--- config.mk ---
export PLATFORM = sky130hd
export DESIGN_NAME = bcd_counter_flat
export DESIGN_NICKNAME = d
export VERILOG_FILES = /design/src/rtl/bcd_pkg.sv /design/src/rtl/bcd_counter_if.sv /design/src/rtl/bcd_digit.sv /design/src/rtl/bcd_counter.sv /design/src/flat_wrapper.sv
export SDC_FILE = /design/constraint.sdc
export NUM_CORES = 1
export LEC_CHECK = 0
export BUFFER_PORTS_ARGS = -buffer_cell sky130_fd_sc_hd__buf_2
export CORE_ASPECT_RATIO = 0.75
export CORE_MARGIN = 3
export CORE_UTILIZATION = 25
export CTS_BUF_LIST = sky130_fd_sc_hd__clkbuf_4
export CTS_CLUSTER_SIZE = 25
export DETAILED_ROUTE_END_ITERATION = 7
export GPL_ROUTABILITY_DRIVEN = 0
export PLACE_DENSITY = 0.47
export SYNTH_ARGS = -nofsm -noshare
export SYNTH_HDL_FRONTEND = slang
export SYNTH_SLANG_ARGS = --single-unit
--- constraint.sdc ---
create_clock -name clk -period 1.3 [get_ports clk]
set_input_delay 0.13 -clock clk [delete_from_list [all_inputs] [get_ports clk]]
set_output_delay 0.13 -clock clk [all_outputs]
set_load 0.01 [all_outputs]
--- src/rtl/bcd_pkg.sv ---
// Shared types, constants and helpers for the BCD decade counter.
//   bcd_digit_t : one 4-bit BCD digit
//   BCD_MAX/MIN : digit range limits
//   bcd_valid() : 1 when a nibble is a legal BCD digit (0..9)
package bcd_pkg;

  localparam int unsigned BCD_W = 4;

  typedef logic [BCD_W-1:0] bcd_digit_t;

  localparam bcd_digit_t BCD_MAX = 4'd9;
  localparam bcd_digit_t BCD_MIN = 4'd0;

  function automatic logic bcd_valid(input bcd_digit_t d);
    return (d <= BCD_MAX);
  endfunction

endpackage

--- src/rtl/bcd_counter_if.sv ---
// Control/data bundle between a counter user (master) and bcd_counter (slave).
//   en, up, load, load_val : master -> counter controls and load payload
//   q, upd, tc, load_err   : counter -> master value and status
//   tc is combinational; the rest of the counter outputs are registered.
interface bcd_counter_if
  import bcd_pkg::*;
#(
  parameter int unsigned DIGITS = 2
);

  localparam int unsigned W = BCD_W * DIGITS;

  logic         en;
  logic         up;
  logic         load;
  logic [W-1:0] load_val;
  logic [W-1:0] q;
  logic         upd;
  logic         tc;
  logic         load_err;

  modport master (
    output en, up, load, load_val,
    input  q, upd, tc, load_err
  );

  modport slave (
    input  en, up, load, load_val,
    output q, upd, tc, load_err
  );

endinterface

--- src/rtl/bcd_digit.sv ---
// One decade stage of the BCD counter.
//   clk, rst_n  : clock, synchronous active-low reset
//   cin_i       : step request (all lower digits at terminal and counting)
//   up_i        : direction, 1 = up, 0 = down
//   load_i      : accepted parallel load (already validated by the top)
//   ld_digit_i  : digit value to load
//   digit_o     : registered digit value
//   term_o      : digit sits at the terminal value for the current direction
//   cout_o      : step request for the next digit (term_o & cin_i)
module bcd_digit
  import bcd_pkg::*;
(
  input  logic       clk,
  input  logic       rst_n,
  input  logic       cin_i,
  input  logic       up_i,
  input  logic       load_i,
  input  bcd_digit_t ld_digit_i,
  output bcd_digit_t digit_o,
  output logic       term_o,
  output logic       cout_o
);

  bcd_digit_t digit_q;
  bcd_digit_t digit_d;

  assign term_o  = up_i ? (digit_q == BCD_MAX) : (digit_q == BCD_MIN);
  assign cout_o  = cin_i & term_o;
  assign digit_o = digit_q;

  // Next digit: load has priority over stepping; wrap at the terminal value.
  always_comb begin
    digit_d = digit_q;
    if (load_i) begin
      digit_d = ld_digit_i;
    end else if (cin_i) begin
      if (up_i) begin
        digit_d = (digit_q == BCD_MAX) ? BCD_MIN : digit_q + 4'd1;
      end else begin
        digit_d = (digit_q == BCD_MIN) ? BCD_MAX : digit_q - 4'd1;
      end
    end
  end

  always_ff @(posedge clk) begin
    if (!rst_n) begin
      digit_q <= BCD_MIN;
    end else begin
      digit_q <= digit_d;
    end
  end

endmodule

--- src/rtl/bcd_counter.sv ---
// Multi-digit BCD decade counter with enable, validated parallel load and
// optional down-counting.
//   clk, rst_n : clock, synchronous active-low reset
//   bus        : bcd_counter_if.slave (en, up, load, load_val -> q, upd, tc, load_err)
// Optional feature macro: BCD_COUNTER_DOWN_EN builds down-count support and
// makes bus.up select the direction; without it the counter is up-only.
module bcd_counter
  import bcd_pkg::*;
#(
  parameter int unsigned DIGITS = 2
)(
  input  logic          clk,
  input  logic          rst_n,
  bcd_counter_if.slave  bus
);

  logic              dir_up;
  logic              load_ok;
  logic              load_acc;
  logic [DIGITS:0]   carry;
  logic [DIGITS-1:0] term;
  logic              upd_q;
  logic              upd_d;
  logic              load_err_q;
  logic              load_err_d;
  logic              unused_carry;

`ifdef BCD_COUNTER_DOWN_EN
  assign dir_up = bus.up;
`else
  logic unused_up;
  assign dir_up    = 1'b1;
  assign unused_up = bus.up;
`endif

  // A load is only taken when every nibble is legal BCD.
  always_comb begin
    load_ok = 1'b1;
    for (int unsigned i = 0; i < DIGITS; i++) begin
      if (!bcd_valid(bus.load_val[i*BCD_W +: BCD_W])) begin
        load_ok = 1'b0;
      end
    end
  end

  assign load_acc = bus.load & load_ok;

  // en is ignored whenever load is high, even for a rejected load.
  assign carry[0]     = bus.en & ~bus.load;
  assign unused_carry = carry[DIGITS];

  for (genvar g = 0; g < DIGITS; g++) begin : g_digit
    bcd_digit u_digit (
      .clk        (clk),
      .rst_n      (rst_n),
      .cin_i      (carry[g]),
      .up_i       (dir_up),
      .load_i     (load_acc),
      .ld_digit_i (bus.load_val[g*BCD_W +: BCD_W]),
      .digit_o    (bus.q[g*BCD_W +: BCD_W]),
      .term_o     (term[g]),
      .cout_o     (carry[g+1])
    );
  end

  assign bus.tc = bus.en & (&term);

  // Status strobes, aligned with the q update they describe.
  always_comb begin
    upd_d      = 1'b0;
    load_err_d = 1'b0;
    if (bus.load) begin
      upd_d      = load_ok;
      load_err_d = ~load_ok;
    end else if (bus.en) begin
      upd_d = 1'b1;
    end
  end

  always_ff @(posedge clk) begin
    if (!rst_n) begin
      upd_q      <= 1'b0;
      load_err_q <= 1'b0;
    end else begin
      upd_q      <= upd_d;
      load_err_q <= load_err_d;
    end
  end

  assign bus.upd      = upd_q;
  assign bus.load_err = load_err_q;

endmodule

--- src/flat_wrapper.sv ---
// flat-port wrapper written by rule: the top's interface ports become plain ports
module bcd_counter_flat import bcd_pkg::*;
#(
  parameter int unsigned DIGITS = 2
)
  (clk, rst_n, bus_en, bus_up, bus_load, bus_load_val, bus_q, bus_upd, bus_tc, bus_load_err);
  bcd_counter_if #(.DIGITS(DIGITS)) bus_i ();
  input  logic clk;
  input  logic rst_n;
  input wire logic [$bits(bus_i.en)-1:0] bus_en;
  input wire logic [$bits(bus_i.up)-1:0] bus_up;
  input wire logic [$bits(bus_i.load)-1:0] bus_load;
  input wire logic [$bits(bus_i.load_val)-1:0] bus_load_val;
  output wire logic [$bits(bus_i.q)-1:0] bus_q;
  output wire logic [$bits(bus_i.upd)-1:0] bus_upd;
  output wire logic [$bits(bus_i.tc)-1:0] bus_tc;
  output wire logic [$bits(bus_i.load_err)-1:0] bus_load_err;
  assign bus_i.en = bus_en;
  assign bus_i.up = bus_up;
  assign bus_i.load = bus_load;
  assign bus_i.load_val = bus_load_val;
  assign bus_q = bus_i.q;
  assign bus_upd = bus_i.upd;
  assign bus_tc = bus_i.tc;
  assign bus_load_err = bus_i.load_err;
  bcd_counter #(.DIGITS(DIGITS)) u_core (.clk(clk), .rst_n(rst_n), .bus(bus_i));
endmodule
==> results.py, run 1 <==
metrics = {
    "run_status": {
        "status": "finished clean",
    },
    "finish": {
        "area_growth_pct": 34.2,
        "antenna_cells": 0,
        "final_cell_area_um2": 752,
        "drive_gt1_share_pct": 41.9,
        "layout.nets": 108,
    },
    "sta": {
        "timing.final.hold_violations": 0,
        "tightest_slew_ns": 0.307,
        "holdWs_ns": 0.131,
        "relSlewSlack_pct": 79.5,
        "post-route-min-period_ns": 1.28,
        "fmax_mhz": 780,
        "slew_viol_final": 0,
        "fin_crit_sh_pct": 98.6,
        "setup_viol": 0,
        "final.setup_skew_ns": 0.00288,
        "rsz0062_at_grt": "yes",
    },
    "route": {
        "vias_per_cell": 5.05,
        "antenna_left": 0,
        "drt_pass1_iterations": 3,
        "wl_per_cell_um": 13.3,
        "via_count": 591,
        "drc": 0,
        "drt-total-wl_um": 1560,
        "drt-initial-drc-count": 4,
    },
    "worst_setup_path": {
        "path_delay_family": "simple AND/OR/NAND/NOR gates",
        "worstPathArrival_ns": 1.15,
        "cp_max_fo": 3,
        "crit_cells": 3,
        "slowest_delay_ns": 0.32,
        "startpoint": "u_core.g_digit[0].u_digit.digit_o[1]$_SDFFE_PN0P_",
        "critPathSlowestCell": "dfxtp_2",
        "crit_chain": "nand4bb_4 > nor3_2 > buf_2",
        "worst-path-buf-inv": 1,
        "path_class": "flop to output port",
        "critPathLaunchType": "flop",
        "r2r_end": "u_core.g_digit[1].u_digit.digit_o[3]$_SDFFE_PN0P_",
        "rrSetupSlack_ns": 0.10,
        "endpoint": "bus_tc",
        "cp-end-kind": "output port",
        "rr_worst_depth": 4,
        "cp.required_ns": 1.17,
        "regToRegStartpoint": "u_core.g_digit[0].u_digit.digit_o[1]$_SDFFE_PN0P_",
    },
    "floorplan": {
        "initial_utilization_pct": 27.1,
        "placementRows": 14,
        "core_region_area_um2": 2070,
        "die_h_um": 47.0,
        "num_io_pins": 24,
        "die_w_um": 60.7,
        "die_area_um2": 2850,
    },
    "global_routing": {
        "antenna_found_initial": 0,
        "grt.overflow.total": 0,
        "grt_pass1_wl_um": 2470,
        "track_usage_pct": 12.3,
        "grt_max_degree": 9,
        "grt_pass1_vias": 527,
    },
    "logic_synthesis": {
        "synthFlopType": "dfxtp_1",
        "synth_fa_ha_area_share_pct": 0,
        "synth_cell_type_count": 27,
        "synth_area_leaders": "dfxtp_1 36%, a21oi_1 8.0%, nand4bb_4 4.9%",
        "synth.yosys.seq_area_share_pct": 35.7,
        "synth_warnings": 0,
        "netlist_instances": 65,
        "synth_top_family_by_area": "simple AND/OR/NAND/NOR gates",
        "syn_nets": 78,
        "yosysTopAreaCell": "dfxtp_1",
        "synth.avg_cell_area_um2": 8.62,
        "synth_xor_area_share_pct": 4.69,
        "synth-simple-area-share_pct": 31.9,
        "synth_edf_count": 0,
        "synthMuxAreaShare_pct": 0,
        "synth_compound_area_share_pct": 23.0,
        "synth_top_area_share_pct": 35.7,
        "synth_most_common_cell": "dfxtp_1",
        "synth_commonest_cells": "10 x dfxtp_1, 9 x a21oi_1, 5 x nand3_1",
        "netlist_area_um2": 561,
        "async_flop_share_pct": 0,
        "synth_seq_cells": 10,
    },
    "clock_network": {
        "cts.sinks": 10,
        "clockBufferDepth": 2,
        "cts-root-buf": "clkbuf_4",
        "path_clk_slew_ns": 0.07,
        "cts_made_buffers": 3,
        "htreeDepth": 1,
        "cts_tree": "built",
        "cts_hold_buf": 0,
        "clk_latency_ns": 0.27,
    },
    "run": {
        "maxCapViolations": 0,
    },
    "placed_design": {
        "portBuffers": 22,
        "post_dp_cell_area_um2": 719,
        "dp_hpwl_um": 1200,
    },
    "power_and_ir_drop": {
        "p_leak_nw": 0.312,
        "total_power_uw": 727,
        "power_density_nw_per_um2": 967,
        "vdd_drop_max_v": 0.000379,
    },
    "hold_path": {
        "worst_hold_path_type": "primary input to flop",
    },
}
[placed cells by master, fill, tap and decap left out]
cell,instances
buf_2,22
a21oi_1,9
dfxtp_1,6
nand3_1,5
inv_1,4
nor2_1,4
buf_4,4
dfxtp_2,4
xnor2_1,3
nand2_1,3
clkbuf_4,3
nor3_2,2
o21ai_2,2
o21ai_0,2
a22oi_1,2
nand2b_1,2
nand4b_1,2
and3_1,2
nand4bb_4,1
nand4_1,1
nand3b_1,1
and3_4,1
or3_1,1
nor3_1,1
a2bb2oi_1,1
a211oi_1,1
nor4_1,1
o211ai_1,1
a221oi_1,1
a311oi_1,1
[per-layer routing]
layer | vias up | share of wire (%) | track usage, %
met5 | - | 0 | 0
met4 | 0 | 0 | 2.60
met3 | 0 | 8.1 | 6.87
met2 | 18 | 40 | 16.2
met1 | 273 | 51 | 17.5
li1 | 300 | - | -
[through the flow]
step                setup TNS (ns)  instances  setup WS (ns)  utilization (%)
floorplan                        0         65         0.0763                -
global placement                 0        114         0.0638             34.8
detailed placement               0        114         0.0262             34.8
CTS                              0        117        0.00251             36.2
global route               -0.0538        117        -0.0538             36.4
finish                           0        117         0.0178             36.4
[sequential cells by signal (all words and copies together), names as in the netlist]
name                            cells
u_core.g_digit.u_digit.digit_o      8
u_core.bus.upd                      1
u_core.bus.load_err                 1
[cell families after synthesis]
kind of cell              after synthesis
buffers and inverters                   5
xor gates and xnor gates                3
DFF                                    10
and+or+nand+nor                        27
AOI/OAI and AO/OA                      20
[timing repair]
item,4_1_cts,5_1_grt
resized for setup,2,3
buffers inserted,0,0
endpoints found under the setup margin,1,2
pin swaps,1,2
[worst min path at each step]
stage                          startpoint  depth (start not counted)                                                 to
after floorplan                  bus_load                          1  u_core.g_digit[0].u_digit.digit_o[3]$_SDFFE_PN0P_
after global placement    bus_load_val[0]                          3  u_core.g_digit[0].u_digit.digit_o[0]$_SDFFE_PN0P_
after detailed placement            rst_n                          2                     u_core.bus.load_err$_SDFF_PN0_
after CTS                 bus_load_val[0]                          3  u_core.g_digit[0].u_digit.digit_o[0]$_SDFFE_PN0P_
after global routing      bus_load_val[0]                          3  u_core.g_digit[0].u_digit.digit_o[0]$_SDFFE_PN0P_
final                               rst_n                          3  u_core.g_digit[1].u_digit.digit_o[0]$_SDFFE_PN0P_
[tightest hold or removal path, delay by kind of cell]
family	cells	cell delay [ns]
buffers and inverters	1	0.12
AOI/OAI and AO/OA	2	0.11
[where the power goes]
group | switching, mW | internal [mW] | total (mW)
Clock | 0.112 | 0.107 | 0.219
Combinational | 0.0841 | 0.0742 | 0.158
Sequential | 0.0207 | 0.329 | 0.350
[cell type report]
cell class	instances	area [um2]
clock buffers	3	22.5
multi-input cells	50	339
well taps	24	30.0
inverters	4	15.0
flip-flops and latches	10	205
repair buffers	26	140
fillers	223	1320
No activity file was read; power rests on OpenSTA's default activity.
==> run 2, diff against run 1 <==
--- a/config.mk
+++ b/config.mk
@@ -5,7 +5,9 @@
 export SDC_FILE = /design/constraint.sdc
 export NUM_CORES = 1
 export LEC_CHECK = 0
+export ABC_AREA = 1
 export BUFFER_PORTS_ARGS = -buffer_cell sky130_fd_sc_hd__buf_2
+export CAP_MARGIN = 20
 export CORE_ASPECT_RATIO = 0.75
 export CORE_MARGIN = 3
 export CORE_UTILIZATION = 25
@@ -13,7 +15,7 @@
 export CTS_CLUSTER_SIZE = 25
 export DETAILED_ROUTE_END_ITERATION = 7
 export GPL_ROUTABILITY_DRIVEN = 0
-export PLACE_DENSITY = 0.47
+export PLACE_DENSITY = 0.46
 export SYNTH_ARGS = -nofsm -noshare
 export SYNTH_HDL_FRONTEND = slang
 export SYNTH_SLANG_ARGS = --single-unit
==> constraint.sdc (replaced) <==
create_clock -name clk -period 1.5 [get_ports clk]
set_input_delay 0.15 -clock clk [delete_from_list [all_inputs] [get_ports clk]]
set_output_delay 0.15 -clock clk [all_outputs]
set_load 0.01 [all_outputs]
==> results.py, run 2 <==
metrics = {
    "logic_synthesis": {
        "synth.yosys.seq_area_share_pct": 31.9,
        "synth_area_leaders": "dfxtp_1 32%, nand2_1 15%, inv_1 8.4%",
        "yosysTopAreaCell": "dfxtp_1",
        "netlist_area_um2": 628,
        "synth_cell_type_count": 16,
        "synth_commonest_cells": "25 x nand2_1, 14 x inv_1, 10 x dfxtp_1, 10 x nand3_1, 8 x nor2_1",
        "syn_nets": 111,
        "async_flop_share_pct": 0,
        "synthFlopType": "dfxtp_1",
        "netlist_instances": 98,
        "synth_seq_cells": 10,
        "synth_top_area_share_pct": 31.9,
        "synth_most_common_cell": "nand2_1",
        "synth_warnings": 0,
        "synth_edf_count": 0,
        "synth.avg_cell_area_um2": 6.41,
    },
    "sta": {
        "setup_viol": 0,
        "timing.final.hold_violations": 0,
        "relSlewSlack_pct": 85.1,
        "setup_ws_ns": 0.0774,
        "fin_crit_sh_pct": 94.8,
        "rsz0062_at_grt": "yes",
        "holdWs_ns": 0.137,
        "final.setup_skew_ns": 0.000945,
        "slew_viol_final": 0,
        "post-route-min-period_ns": 1.42,
        "tightest_slew_ns": 0.222,
        "fmax_mhz": 703,
    },
    "hold_path": {
        "hold_path_depth": 3,
        "worst_hold_path_type": "primary input to flop",
    },
    "power_and_ir_drop": {
        "p_leak_nw": 0.405,
        "switchingPower_uw": 206,
        "power_density_nw_per_um2": 793,
        "vdd_drop_max_v": 0.000234,
        "switching_share_pct": 32.0,
        "p_int_uw": 438,
        "clockPowerShare_pct": 29.3,
        "combPwrFrac_pct": 23.6,
        "power_frac_seq_pct": 47.1,
    },
    "floorplan": {
        "placementRows": 15,
        "num_io_pins": 24,
        "core_region_area_um2": 2350,
        "die_area_um2": 3160,
        "die_w_um": 63.9,
        "initial_utilization_pct": 26.8,
        "die_h_um": 49.4,
    },
    "route": {
        "wl_per_cell_um": 10.6,
        "vias_per_cell": 4.23,
        "drt-initial-drc-count": 34,
        "drc": 0,
        "via_count": 669,
        "antenna_left": 0,
        "drt-total-wl_um": 1670,
        "drt_pass1_iterations": 4,
    },
    "global_routing": {
        "grt_max_degree": 17,
        "grt_pass1_wl_um": 2740,
        "antenna_found_initial": 0,
        "grt.overflow.total": 0,
        "grt_pass1_vias": 601,
        "track_usage_pct": 11.1,
    },
    "finish": {
        "post-route-util_pct": 34.6,
        "largest_register_ffs": 8,
        "layout.cells.non_filler": 158,
        "final_cell_area_um2": 812,
        "area_growth_pct": 29.3,
        "drive_gt1_share_pct": 30.6,
        "layout_commonest_cell": "nand2_1",
        "n_fill_cell": 278,
        "final_cell_mix": "25 x nand2_1, 22 x buf_2, 14 x inv_1",
        "antenna_cells": 0,
        "layout.nets": 138,
    },
    "worst_setup_path": {
        "path_class": "flop to output port",
        "cp-end-kind": "output port",
        "rr_worst_depth": 7,
        "worstPathArrival_ns": 1.27,
        "critPathSlowestCell": "dfxtp_1",
        "critPathLaunchType": "flop",
        "cp_max_fo": 5,
        "slowest_delay_ns": 0.36,
        "crit_chain": "inv_1 > nand2_2 > nor4_2 > buf_2",
        "cp.required_ns": 1.35,
    },
    "placed_design": {
        "dp_hpwl_um": 1310,
        "post_dp_cell_area_um2": 777,
        "dp_slack_ns": 0.281,
        "portBuffers": 22,
        "dp.cells": 154,
    },
    "clock_network": {
        "clk_latency_ns": 0.26,
        "cts_made_buffers": 3,
        "htreeDepth": 1,
        "path_clk_slew_ns": 0.06,
        "cts_tree": "built",
        "cts_hold_buf": 0,
        "clockBufferDepth": 2,
        "cts-root-buf": "clkbuf_4",
        "cts.sinks": 10,
    },
    "run": {
        "maxCapViolations": 0,
    },
    "run_status": {
        "status": "finished clean",
    },
}
==> run 2: per-layer routing <==
layer	vias to the layer above	GRT usage, %	share of wire [%]
met5	-	0	0
met4	0	2.15	0
met3	0	5.30	4.4
met2	14	15.4	42
met1	283	15.4	54
li1	372	-	-
==> run 2: metrics by stage <==
stage / TNS, ns / power (mW)
finish: 0 / 0.644
global route: -0.0219 / 0.700
CTS: 0 / 0.652
detailed placement: 0 / 0.459
global placement: 0 / 0.460
floorplan: 0 / 0.401
==> run 2: layout make-up <==
cell class	instances	area (um2)	area share, %
repair buffers	23	118	14.5
clock buffers	3	22.5	2.77
flip-flops and latches	10	200	24.7
multi-input cells	73	373	45.9
inverters	14	52.6	6.47
clock inverters	1	3.75	0.462
well taps	34	42.5	5.24
==> run 2: logic make-up after synthesis <==
family                 Yosys count  share of synthesized area [%]
AND/OR/NAND/NOR                 53                           40.2
flip-flops                      10                           31.9
AO/OA/AOI/OAI                   20                           17.7
buffers and inverters           15                           10.2
==> run 2: repair_timing <==
| item | 4_1_cts | 5_1_grt |
|---|---|---|
| buffers inserted | 0 | 0 |
| resized for setup | 0 | 2 |
| endpoints found under the setup margin | 0 | 1 |
==> run 2: power by group through the flow <==
| stage | logic (mW) | registers (mW) | clock network, mW |
|---|---|---|---|
| 2_1_floorplan | 0.0849 | 0.316 | 0 |
| 5_1_grt | 0.169 | 0.307 | 0.224 |
| 4_1_cts | 0.151 | 0.303 | 0.198 |
| 3_3_place_gp | 0.151 | 0.309 | 0 |
| 6_report | 0.152 | 0.303 | 0.189 |
| 3_5_place_dp | 0.150 | 0.309 | 0 |
==> run 2: final timing paths <==
| check | slack [ns] | from | endpoint |
|---|---|---|---|
| worst max-delay path | 0.08 | u_core.g_digit[0].u_digit.digit_o[1]$_SDFFE_PN0P_ | bus_tc |
| worst min-delay path | 0.14 | bus_load_val[4] | u_core.g_digit[1].u_digit.digit_o[0]$_SDFFE_PN0P_ |
| worst max register to register | 0.28 | u_core.g_digit[0].u_digit.digit_o[1]$_SDFFE_PN0P_ | u_core.g_digit[1].u_digit.digit_o[3]$_SDFFE_PN0P_ |
| worst min register to register | 0.55 | u_core.g_digit[0].u_digit.digit_o[1]$_SDFFE_PN0P_ | u_core.g_digit[0].u_digit.digit_o[1]$_SDFFE_PN0P_ |
==> run 2: worst max-delay path, delay by kind of cell (launching register included) <==
kind / cells / cell delay [ns]
AND/OR/NAND/NOR: 2 / 0.36
buffers and inverters: 2 / 0.30
flip-flops: 1 / 0.36
